--- src/rtl/generador_carriles.sv ---
`default_nettype none
// ============================================================================
// Module      : generador_carriles
// Description : Scrolling obstacle-lane generator driven by a Galois LFSR.
//               Optional macro SPEED_UP_EN halves the scroll period every
//               8 spawns down to DIVISOR/8.
// Revision    : 1.0 - initial release
// ============================================================================
module generador_carriles #(
    parameter int                LFSR_W  = 8,
    parameter logic [LFSR_W-1:0] TAPS    = 8'hB8,
    parameter int                COLS    = 3,
    parameter int                SEG_W   = 7,
    parameter int                GAP     = 1,
    parameter int                DIVISOR = 13500000
) (
    input  logic                  clk,
    input  logic                  rst,
    input  logic [2:0]            presente,
    input  logic [SEG_W-1:0]      obstaculo,
    output logic [3:0]            tipo_obs,
    output logic [COLS*SEG_W-1:0] display_obs,
    output logic                  tick,
    output logic [7:0]            obs_count
);
    localparam logic [2:0] c_GAME   = 3'd3;
    localparam logic [2:0] c_PA     = 3'd5;
    localparam logic [1:0] c_IDLE   = 2'd0;
    localparam logic [1:0] c_SEED   = 2'd1;
    localparam logic [1:0] c_SPAWN  = 2'd2;
    localparam logic [1:0] c_FILL   = 2'd3;
    localparam int         c_CNT_W  = $clog2(DIVISOR + 1);
    localparam int         c_DISP_W = COLS * SEG_W;

    logic [1:0]         r_state, w_state_next;
    logic [LFSR_W-1:0]  r_seed, r_lfsr, w_lfsr_step;
    logic [c_CNT_W-1:0] r_tick_cnt, w_period;
    logic [2:0]         r_gap_cnt;
    logic               r_armed;
    logic               w_is_game, w_is_pa, w_in_game, w_hold, w_leave, w_running;
    logic               w_do_seed, w_do_spawn, w_do_fill;

    assign w_is_game = (presente == c_GAME);
    assign w_is_pa   = (presente == c_PA);
    assign w_in_game = (r_state != c_IDLE);
    assign w_hold    = w_in_game && w_is_pa;
    assign w_leave   = w_in_game && !w_is_game && !w_is_pa;
    assign w_running = (r_state == c_SPAWN) || (r_state == c_FILL);

    // Gated by presente so a departure from GAME on a tick cycle suppresses the shift.
    assign tick = w_is_game && w_running && (r_tick_cnt >= w_period - 1'b1);

`ifdef SPEED_UP_EN
    localparam logic [c_CNT_W-1:0] c_FLOOR = c_CNT_W'(DIVISOR / 8);
    logic [c_CNT_W-1:0] r_period;

    always_ff @(posedge clk or posedge rst) begin
        if (rst) begin
            r_period <= c_CNT_W'(DIVISOR);
        end else if (w_do_seed) begin
            r_period <= c_CNT_W'(DIVISOR);
        end else if (w_do_spawn && obs_count != 8'hFF && obs_count[2:0] == 3'd7) begin
            r_period <= ((r_period >> 1) < c_FLOOR) ? c_FLOOR : (r_period >> 1);
        end
    end
    assign w_period = r_period;
`else
    assign w_period = c_CNT_W'(DIVISOR);
`endif

    always_comb begin
        w_lfsr_step = (r_lfsr >> 1) ^ (r_lfsr[0] ? TAPS : '0);
        if (w_lfsr_step == '0) begin
            w_lfsr_step = LFSR_W'(1);
        end
    end

    // FSM: state register
    always_ff @(posedge clk or posedge rst) begin
        if (rst) begin
            r_state <= c_IDLE;
        end else begin
            r_state <= w_state_next;
        end
    end

    // FSM: next state
    always_comb begin
        w_state_next = r_state;
        case (r_state)
            c_IDLE:  if (w_is_game && r_armed) w_state_next = c_SEED;
            c_SEED:  if (w_is_game) w_state_next = c_SPAWN;
            c_SPAWN: if (tick && GAP > 0) w_state_next = c_FILL;
            c_FILL:  if (tick && r_gap_cnt == 3'(GAP - 1)) w_state_next = c_SPAWN;
            default: w_state_next = c_IDLE;
        endcase
        if (w_leave) begin
            w_state_next = c_IDLE;
        end
    end

    // FSM: outputs (datapath strobes)
    always_comb begin
        w_do_seed  = (r_state == c_SEED) && w_is_game;
        w_do_spawn = tick && (r_state == c_SPAWN);
        w_do_fill  = tick && (r_state == c_FILL);
    end

    // armed stays low after reset until a non-GAME code has been seen
    always_ff @(posedge clk or posedge rst) begin
        if (rst) begin
            r_seed  <= LFSR_W'(1);
            r_armed <= 1'b0;
        end else if (!w_is_game && !w_hold) begin
            r_seed  <= (r_seed == '1) ? LFSR_W'(1) : r_seed + 1'b1;
            r_armed <= 1'b1;
        end
    end

    always_ff @(posedge clk or posedge rst) begin
        if (rst) begin
            r_lfsr      <= LFSR_W'(1);
            r_tick_cnt  <= '0;
            r_gap_cnt   <= '0;
            tipo_obs    <= '0;
            display_obs <= '0;
            obs_count   <= '0;
        end else if (w_leave) begin
            display_obs <= '0;
            r_tick_cnt  <= '0;
            r_gap_cnt   <= '0;
        end else if (w_do_seed) begin
            r_lfsr     <= r_seed;
            r_tick_cnt <= '0;
            r_gap_cnt  <= '0;
            obs_count  <= '0;
        end else if (w_do_spawn) begin
            r_tick_cnt  <= '0;
            r_gap_cnt   <= '0;
            display_obs <= {obstaculo, display_obs[c_DISP_W-1:SEG_W]};
            tipo_obs    <= r_lfsr[3:0];
            r_lfsr      <= w_lfsr_step;
            if (obs_count != 8'hFF) begin
                obs_count <= obs_count + 1'b1;
            end
        end else if (w_do_fill) begin
            r_tick_cnt  <= '0;
            r_gap_cnt   <= r_gap_cnt + 1'b1;
            display_obs <= {{SEG_W{1'b0}}, display_obs[c_DISP_W-1:SEG_W]};
        end else if (w_is_game && w_running) begin
            r_tick_cnt <= r_tick_cnt + 1'b1;
        end
    end

endmodule
`default_nettype wire

--- config.mk ---
export PLATFORM = sky130hd
export DESIGN_NAME = generador_carriles
export DESIGN_NICKNAME = d
export VERILOG_FILES = /design/src/rtl/generador_carriles.sv
export SDC_FILE = /design/constraint.sdc
export NUM_CORES = 1
export LEC_CHECK = 0
export CORE_ASPECT_RATIO = 0.75
export CORE_MARGIN = 3
export CORE_UTILIZATION = 61
export DETAILED_ROUTE_END_ITERATION = 12
export PLACE_DENSITY = 0.9
export SYNTH_ARGS = -nofsm -noshare
export SYNTH_HDL_FRONTEND = slang
export SYNTH_SLANG_ARGS = --single-unit
--- constraint.sdc ---
create_clock -name clk -period 6.3 [get_ports clk]
set_clock_uncertainty 0.05 [all_clocks]
set_input_delay 0.945 -clock clk [delete_from_list [all_inputs] [get_ports clk]]
set_output_delay 0.945 -clock clk [all_outputs]
set_load 0.02 [all_outputs]
Yosys cells after proc, flatten, opt, wreduce, memory -nomap -nowiden
Cells that the tools add are included.

operators by class
  eq/ne operators = 12
  bitwise operators = 3
  muxes and demuxes = 27
  reduce and logical (&&, ||, !) cells = 29
  order comparisons = 1
  $add $sub $neg = 4

operator list
  operator               count
  $mux 24                5
  $mux 21                4
  $mux 8                 8
  $add 24x1->24 const B  1
  $ge 24x24->1 const B   1
  $add 8x1->8 const B    2
  $mux 3                 4
  $ne 3x3->1 const B     4
  $logic_and 1x1->1      11
  $mux 2                 5
  $eq 8x8->1 const B     1
  $logic_not 8->1        1
  $ne 8x8->1 const B     1
  $pmux 2 s4             1
  $xor 7x8->8            1
  $reduce_and 3->1       2
  $reduce_bool 2->1      3
  $reduce_bool 5->1      1
  $eq 2x2->1 const B     2
  $reduce_and 2->1       2
  $reduce_and 4->1       1
  $reduce_bool 4->1      1
  $add 3x1->3 const B    1
  $eq 3x2->1 const B     1
  9 further kinds        12

word-level totals
  word-level logic and storage cells = 85
  output and inout bits = 34
  bits of input ports = 12
  register bits after elaboration = 79

Longest topological paths before layout
  depth in word-level cells = 9
  depth in mapped cells = 7
  depth with buffers taken out = 6

Worst setup path after synthesis
No wires, ideal clock.

  kind = input -> output
  start = in presente[0]
  end = out tick
  cell stages on the path = 4
  required time = 5.305 ns
  buffers on the path = 2
  slack = 3.358 ns
  data arrival time = 1.947 ns
  path through = clkbuf_1 > nand3b_1 > nor3_4 > buf_2

between the ends
  word-level cells in the longest chain between the ends = 3

ends and longest elaborated chain
  item                            RTL line  RTL
  start: declaration              19        input logic [2:0] presente,
  $eq 3x2->1                      43        assign w_is_game = (presente == c_GAME);
  $logic_and 1x1->1 (2 in a row)  51        assign tick = w_is_game && w_running && (r_tick_cnt >= w_period - 1'b1);
  end: declaration                23        output logic tick,

No other way between the ends.

Final worst setup path
Same ends and word-level chain as after synthesis.

==> key figures <==
Worst setup path
  • Arrival time at the worst endpoint: slightly above 3000 ps
  • Critical path class: primary input to primary output
  • CP Launch Point: presente[0]
  • Worst r2r path cells: 5
  • Reg-to-reg endpoint: r_gap_cnt[0]$_DFFE_PP0P_
  • Critical Path End Type: primary output
  • Largest fanout on the critical path: 23
  • WP data required: 5300 ps
  • Crit path launch type: primary input
  • R2R Setup Slk: 3670 ps
  • FF-to-FF Start: r_tick_cnt[0]$_DFFE_PP0P_

Global route
  • Largest net degree at the start of global routing: 80
  • Initial antenna violation count: 0
  • Total track usage: about 28%
  • Vias in the first global route: 3634
  • GR Overflow Total: 0
  • First-pass GRT wire length: 17740 µm

Power and ir drop
  • Internal power: about 800 µW
  • Comb pwr share: 11.1%
  • Power Total: 1086 µW
  • NetSw: 286.1 µW
  • P_leak: 0.002000 µW
  • Worst IR drop on VDD: between 100 and 150 µV
  • Clk pwr share: 35.8%
  • PwrDens: about 220 nW/µm²
  • Sequential cell fraction of total power: 53.1%
  • Switching Share: a little over a quarter

Route
  • Final wirelength: 10250 µm
  • Pre-antenna DRT Iters: 5
  • Routed vias/inst: approximately 6.5
  • Routed len/inst: 18.21 µm
  • DRT iter0 DRCs: 358
  • Remaining DRCs: 0
  • Via count: 3676
  • Antenna Nets Post-Route: 0

Synth
  • Area share of the largest cell type after synthesis: a little under half
  • Mapped Avg Cell Area: between 9 and 10 µm²
  • Seq cells post-synth: a little under 80
  • EDFF count, synth: 0
  • Main synth FF type: dfrtp_1
  • Synth warn: 0
  • Mapped Cells: 436
  • Synth area leaders: dfrtp_1 (46%), nand2_1 (5.2%), nand3_1 (4.2%)
  • Yosys top cell by area: dfrtp_1
  • Synth unique cells: 57
  • Area of the mapped netlist: approximately 4200 µm²
  • Async S/R FF share, synth: between 90% and 100%
  • Seq/Total Area, Yosys: a little under half
  • Count leader, synth: dfrtp_1
  • Syn_nets: 453
  • Synth cell count leaders: dfrtp_1 (77), nand2_1 (58), nand3_1 (35)

Timing
  • Hold Violations, Final: 0
  • Slew headroom: 24.19%
  • Hold slack final: 451.7 ps
  • Min Tclk post-route: between 4000 and 5000 ps
  • Max frequency: 0.2463 GHz
  • Final TNS setup: 0 ps
  • Final setup fails: 0
  • Final period utilization: between 60% and 70%
  • Worst-margin pin slew: 1133 ps
  • Fin. max-slew vios: 0
  • RSZ-0062 raised after global routing: no

Clocking
  • CTS tree: yes
  • Clock transition at path regs: ~70 ps
  • Post-CTS Setup Repair Bufs: 0
  • Total CTS buffers: 9
  • Hold buffers post-CTS: 0
  • H-tree Lvls: 3
  • Post-CTS sizing: 0
  • CTS root buf: clkbuf_8
  • Clk buf depth: 2
  • Latest clock arrival within the worst-skew pair: 360 ps
  • Clock Sinks: ~80

Cells and area
  • Share of cells above drive strength 1: 11.00%
  • Ant diodes: 0
  • Fill cells: roughly 450
  • Nets: 494
  • Post-route design area: between 4000 and 5000 µm²
  • Area grow syn2layout: 16.99%

Worst hold path
  • Worst Hold Class: flip-flop to flip-flop
  • Worst Hold Path EP: r_armed$_DFFE_PP0P_
  • Hold wc startpoint: r_armed$_DFFE_PP0P_
  • WHS Path Cells: 1

Floorplan
  • Starting density of the core: 64.56%
  • Die Y: 77.52 µm
  • I/O pin count: 46
  • Die area: 7857 µm²
  • Standard-cell row count: 25
  • Die X: 101.4 µm
  • Area of the core: 6444 µm²

Place
  • Post-Place Cell Area: 4666 µm²
  • Dpl hpwl: 6570 µm
  • GP Congestion: 0.9514
  • PortBufs: 45

Outcome
  • Status: finished clean

Run
  • Max-Cap Viols: 0
==> state kept, by name, indices dropped and copies added (netlist names) <==
| name | count |
|---|---|
| r_seed | 8 |
| tipo_obs | 4 |
| r_state | 2 |
| r_lfsr | 8 |
| display_obs | 21 |
| r_tick_cnt | 24 |
| r_armed | 1 |
| r_gap_cnt | 3 |
| obs_count | 8 |
==> worst max-delay path by stage <==
| stage | cells after the start | end | slack (ps) |
|---|---|---|---|
| 4_1_cts | 5 | tick | 2250 |
| 3_3_place_gp | 5 | tick | 2300 |
| 6_report | 5 | tick | 2240 |
| 2_1_floorplan | 1 | display_obs[0]$_DFFE_PP0P_ | 3280 |
| 5_1_grt | 6 | tick | 2110 |
| 3_5_place_dp | 5 | tick | 2260 |
==> worst max-delay path, cell delays in order <==
cell	delay [ps]
clkdlybuf4s50_1	620
nand3b_1	330
nor3_4	200
buf_4	300
clkdlybuf4s50_1	660
==> final cells by class <==
class	instances	area, µm²	area share (%)
Sequential cell	79	1979	40.67
Tap cell	81	101.3	2.082
Multi-Input combinational cell	323	2041	41.93
Timing Repair Buffer	51	495.5	10.18
Clock inverter	3	42.54	0.8740
Clock buffer	13	158.9	3.265
Inverter	13	48.80	1.003
==> kinds of logic after synthesis <==
family / Yosys count / synth area share (%)
and+or+nand+nor: 180 / 22.32
xor gates and xnor gates: 13 / 2.737
AOI/OAI and AO/OA: 103 / 16.81
buffers and inverters: 34 / 3.489
DFF: 79 / 47.58
adders and majority gates: 5 / 1.504
muxes: 22 / 5.564
==> power by group through the flow <==
| stage | sequential (µW) | combinational, µW | clock (µW) |
|---|---|---|---|
| final | 576 | 120 | 389 |
| after global routing | 579 | 135 | 417 |
| after CTS | 574 | 121 | 390 |
| after detailed placement | 583 | 119 | 0 |
| after global placement | 581 | 113 | 0 |
| after floorplan | 565 | 102 | 0 |
==> per-stage QoR <==
stage,instances,setup WS (ps),util [%]
final,563,2240,75.53
after detailed placement,547,2257,72.41
after CTS,563,2253,75.53
after global placement,547,2299,72.41
after floorplan,436,3285,-
after global routing,563,2106,75.53
==> per-layer routing <==
layer / routed length [µm] / track usage (%) / part of all wire (%) / vias up
li1: - / - / - / 1683
met1: 4509 / 40.27 / 44 / 1784
met2: 4672 / 42.10 / 46 / 187
met3: 879 / 6.739 / 8.6 / 22
met4: 191 / 10.76 / 1.9 / 0
met5: 0 / 0 / 0 / -
==> placed cells by master, fill, tap and decap left out, drive strengths merged, types with 3 or more instances in the layout <==
cell type      count
a21oi             20
a22o               9
a31o               8
a31oi             10
and2               4
and3               8
buf                6
clkbuf            13
clkdlybuf4s50     45
dfrtp             77
ha                 5
inv               13
mux2               9
mux2i             13
nand2             58
nand2b             3
nand3             35
nand4             13
nor2              22
nor2b              4
nor3               9
nor4               3
o21ai             29
o22ai              4
o31ai              5
or3                6
or4                6
xnor2             10
xor2               3
No activity file was read; power rests on OpenSTA's default activity.
==> RTL edit (config.mk and constraints unchanged) <==
The option `SPEED_UP_EN` is turned on by a define.
--- a/src/rtl/generador_carriles.sv
+++ b/src/rtl/generador_carriles.sv
@@ -7,4 +7,6 @@
 // Revision    : 1.0 - initial release
 // ============================================================================
+`define SPEED_UP_EN
+
 module generador_carriles #(
     parameter int                LFSR_W  = 8,
Formal check against the unedited RTL: same outputs for any inputs over 4 cycles, from zero or initial values and one cycle with rst high; that may be too few to reach the edited logic, so the function may still have changed.
==> RTL edit against the unedited design <==
Design area is 38% higher. Core utilization is 2.4 points lower. Hold slack worse by 0.032 ns. Fmax is 26% lower. Clock power is 60% higher. Synthesized area increased by 40%. Sequential power is 47% higher. Critical path depth is 10 higher. Worst setup slack worse by 1.4 ns. Sequential cell count increased by 24. Routed wire length rose by 35%. Total power up 58%. Via count grew 32%. Critical path type is now flop to output port. Largest cell class unchanged. Highest routed layer unchanged.
==> RTL edit: results (changes against the unedited design) <==
critical_path:
  r2r_end: "r_gap_cnt[2]$_DFFE_PP0P_"
  rr_worst_depth: 16  # +11
  slowest_delay_ns: 0.59  # -0.07 ns
  worstSetupStartpoint: "r_period[8]$_DFFE_PP0P_"
  worstPathMaxFanout: 7  # -70%
synthesis:
  synth_common_cells: "dfrtp_1 (87), nor2_1 (74), nand2_1 (51), nand3_1 (39), o21ai_0 (38)"
  seq_area_frac_synth: 0.446  # -0.0301
  synth_fp_nets: 664  # +47%
  yosys.cell_types.count: 63  # +11%
  synth_area_leaders: "dfrtp_1 (37%), dfstp_2 (7.2%), ha_1 (6.7%)"
pwr:
  clkPwrFrac: 0.363  # +0.005
  vdd_drop_max_mv: 0.171  # +15%
  p_clk_uw: 623  # +60%
  p_int_uw: 1220  # +53%
  leakage_uw: 0.00281  # +41%
route:
  wl_met1_mm: 6.07  # +35%
  drt_iter0_markers: 472  # +32%
  vias: 4842  # +32%
  wl_met2_mm: 6.62  # +42%
  routed_wl_mm: 13.9  # +35%
global_routing:
  grt_pass1_wl_mm: 23.2  # +31%
  grt_usage: 0.264  # -0.0191
placed_design:
  gp_congestion: 0.949  # -0.22%
  dp.final_hpwl_mm: 9.35  # +42%
timing:
  slew_headroom: 0.150  # -0.0915
outcome:
  status: "completed"
cells_and_area:
  final_nets: 695  # +41%
-- RTL edit: cell types whose count changed after synthesis, moves of 9 or more --
cell / before / now
nor2_1: 22 / 74
ha_1: 5 / 31
xor2_1: 3 / 22
xnor2_1: 10 / 28
dfstp_2: 2 / 16
inv_1: 13 / 26
mux2i_1: 13 / 24
dfrtp_1: 77 / 87
o21ai_0: 29 / 38
-- RTL edit: critical path: cells and delay by family, from the launching register on --
kind | cells | cell delay (ns)
buffers and inverters | 2 | 0.65
DFF | 1 | 0.45
adders and majority gates | 1 | 0.31
AOI/OAI and AO/OA | 1 | 0.10
xor gates and xnor gates | 1 | 0.09
and+or+nand+nor | 10 | 2.51
-- RTL edit: layer usage --
layer / global-route usage / vias up
met2: 0.422 / 213
met4: 0.0829 / 0
met5: 0 / -
li1: - / 2248
met3: 0.0520 / 27
met1: 0.365 / 2354
-- RTL edit: layout make-up --
type | count | area [um2]
flip-flops and latches | 103 | 2600
clock inverters | 6 | 97.6
clock buffers | 10 | 239
inverters | 26 | 100
fillers | 626 | 2460
repair buffers | 49 | 480
well taps | 128 | 160
multi-input cells | 463 | 3020
-- RTL edit: cells by family (layout without fill, tap and decap cells) --
kind of cell    Yosys count  in the layout  synth area share
simple gates            255            255             0.222
fa+ha+maj                31             31            0.0666
compound gates           99             99             0.105
buf+inv                  55             91            0.0371
mux                      28             28            0.0489
xor+xnor                 50             50            0.0751
flops                   103            103             0.446
-- RTL edit: stage by stage --
stage          cells  setup slack, ns  area, um2
4_1_cts          785            0.838       6700
5_1_grt          785            0.553       6700
3_5_place_dp     769             1.23       6360
2_1_floorplan    621             1.56       5830
6_report         785            0.830       6700
3_3_place_gp     769             1.40       6360
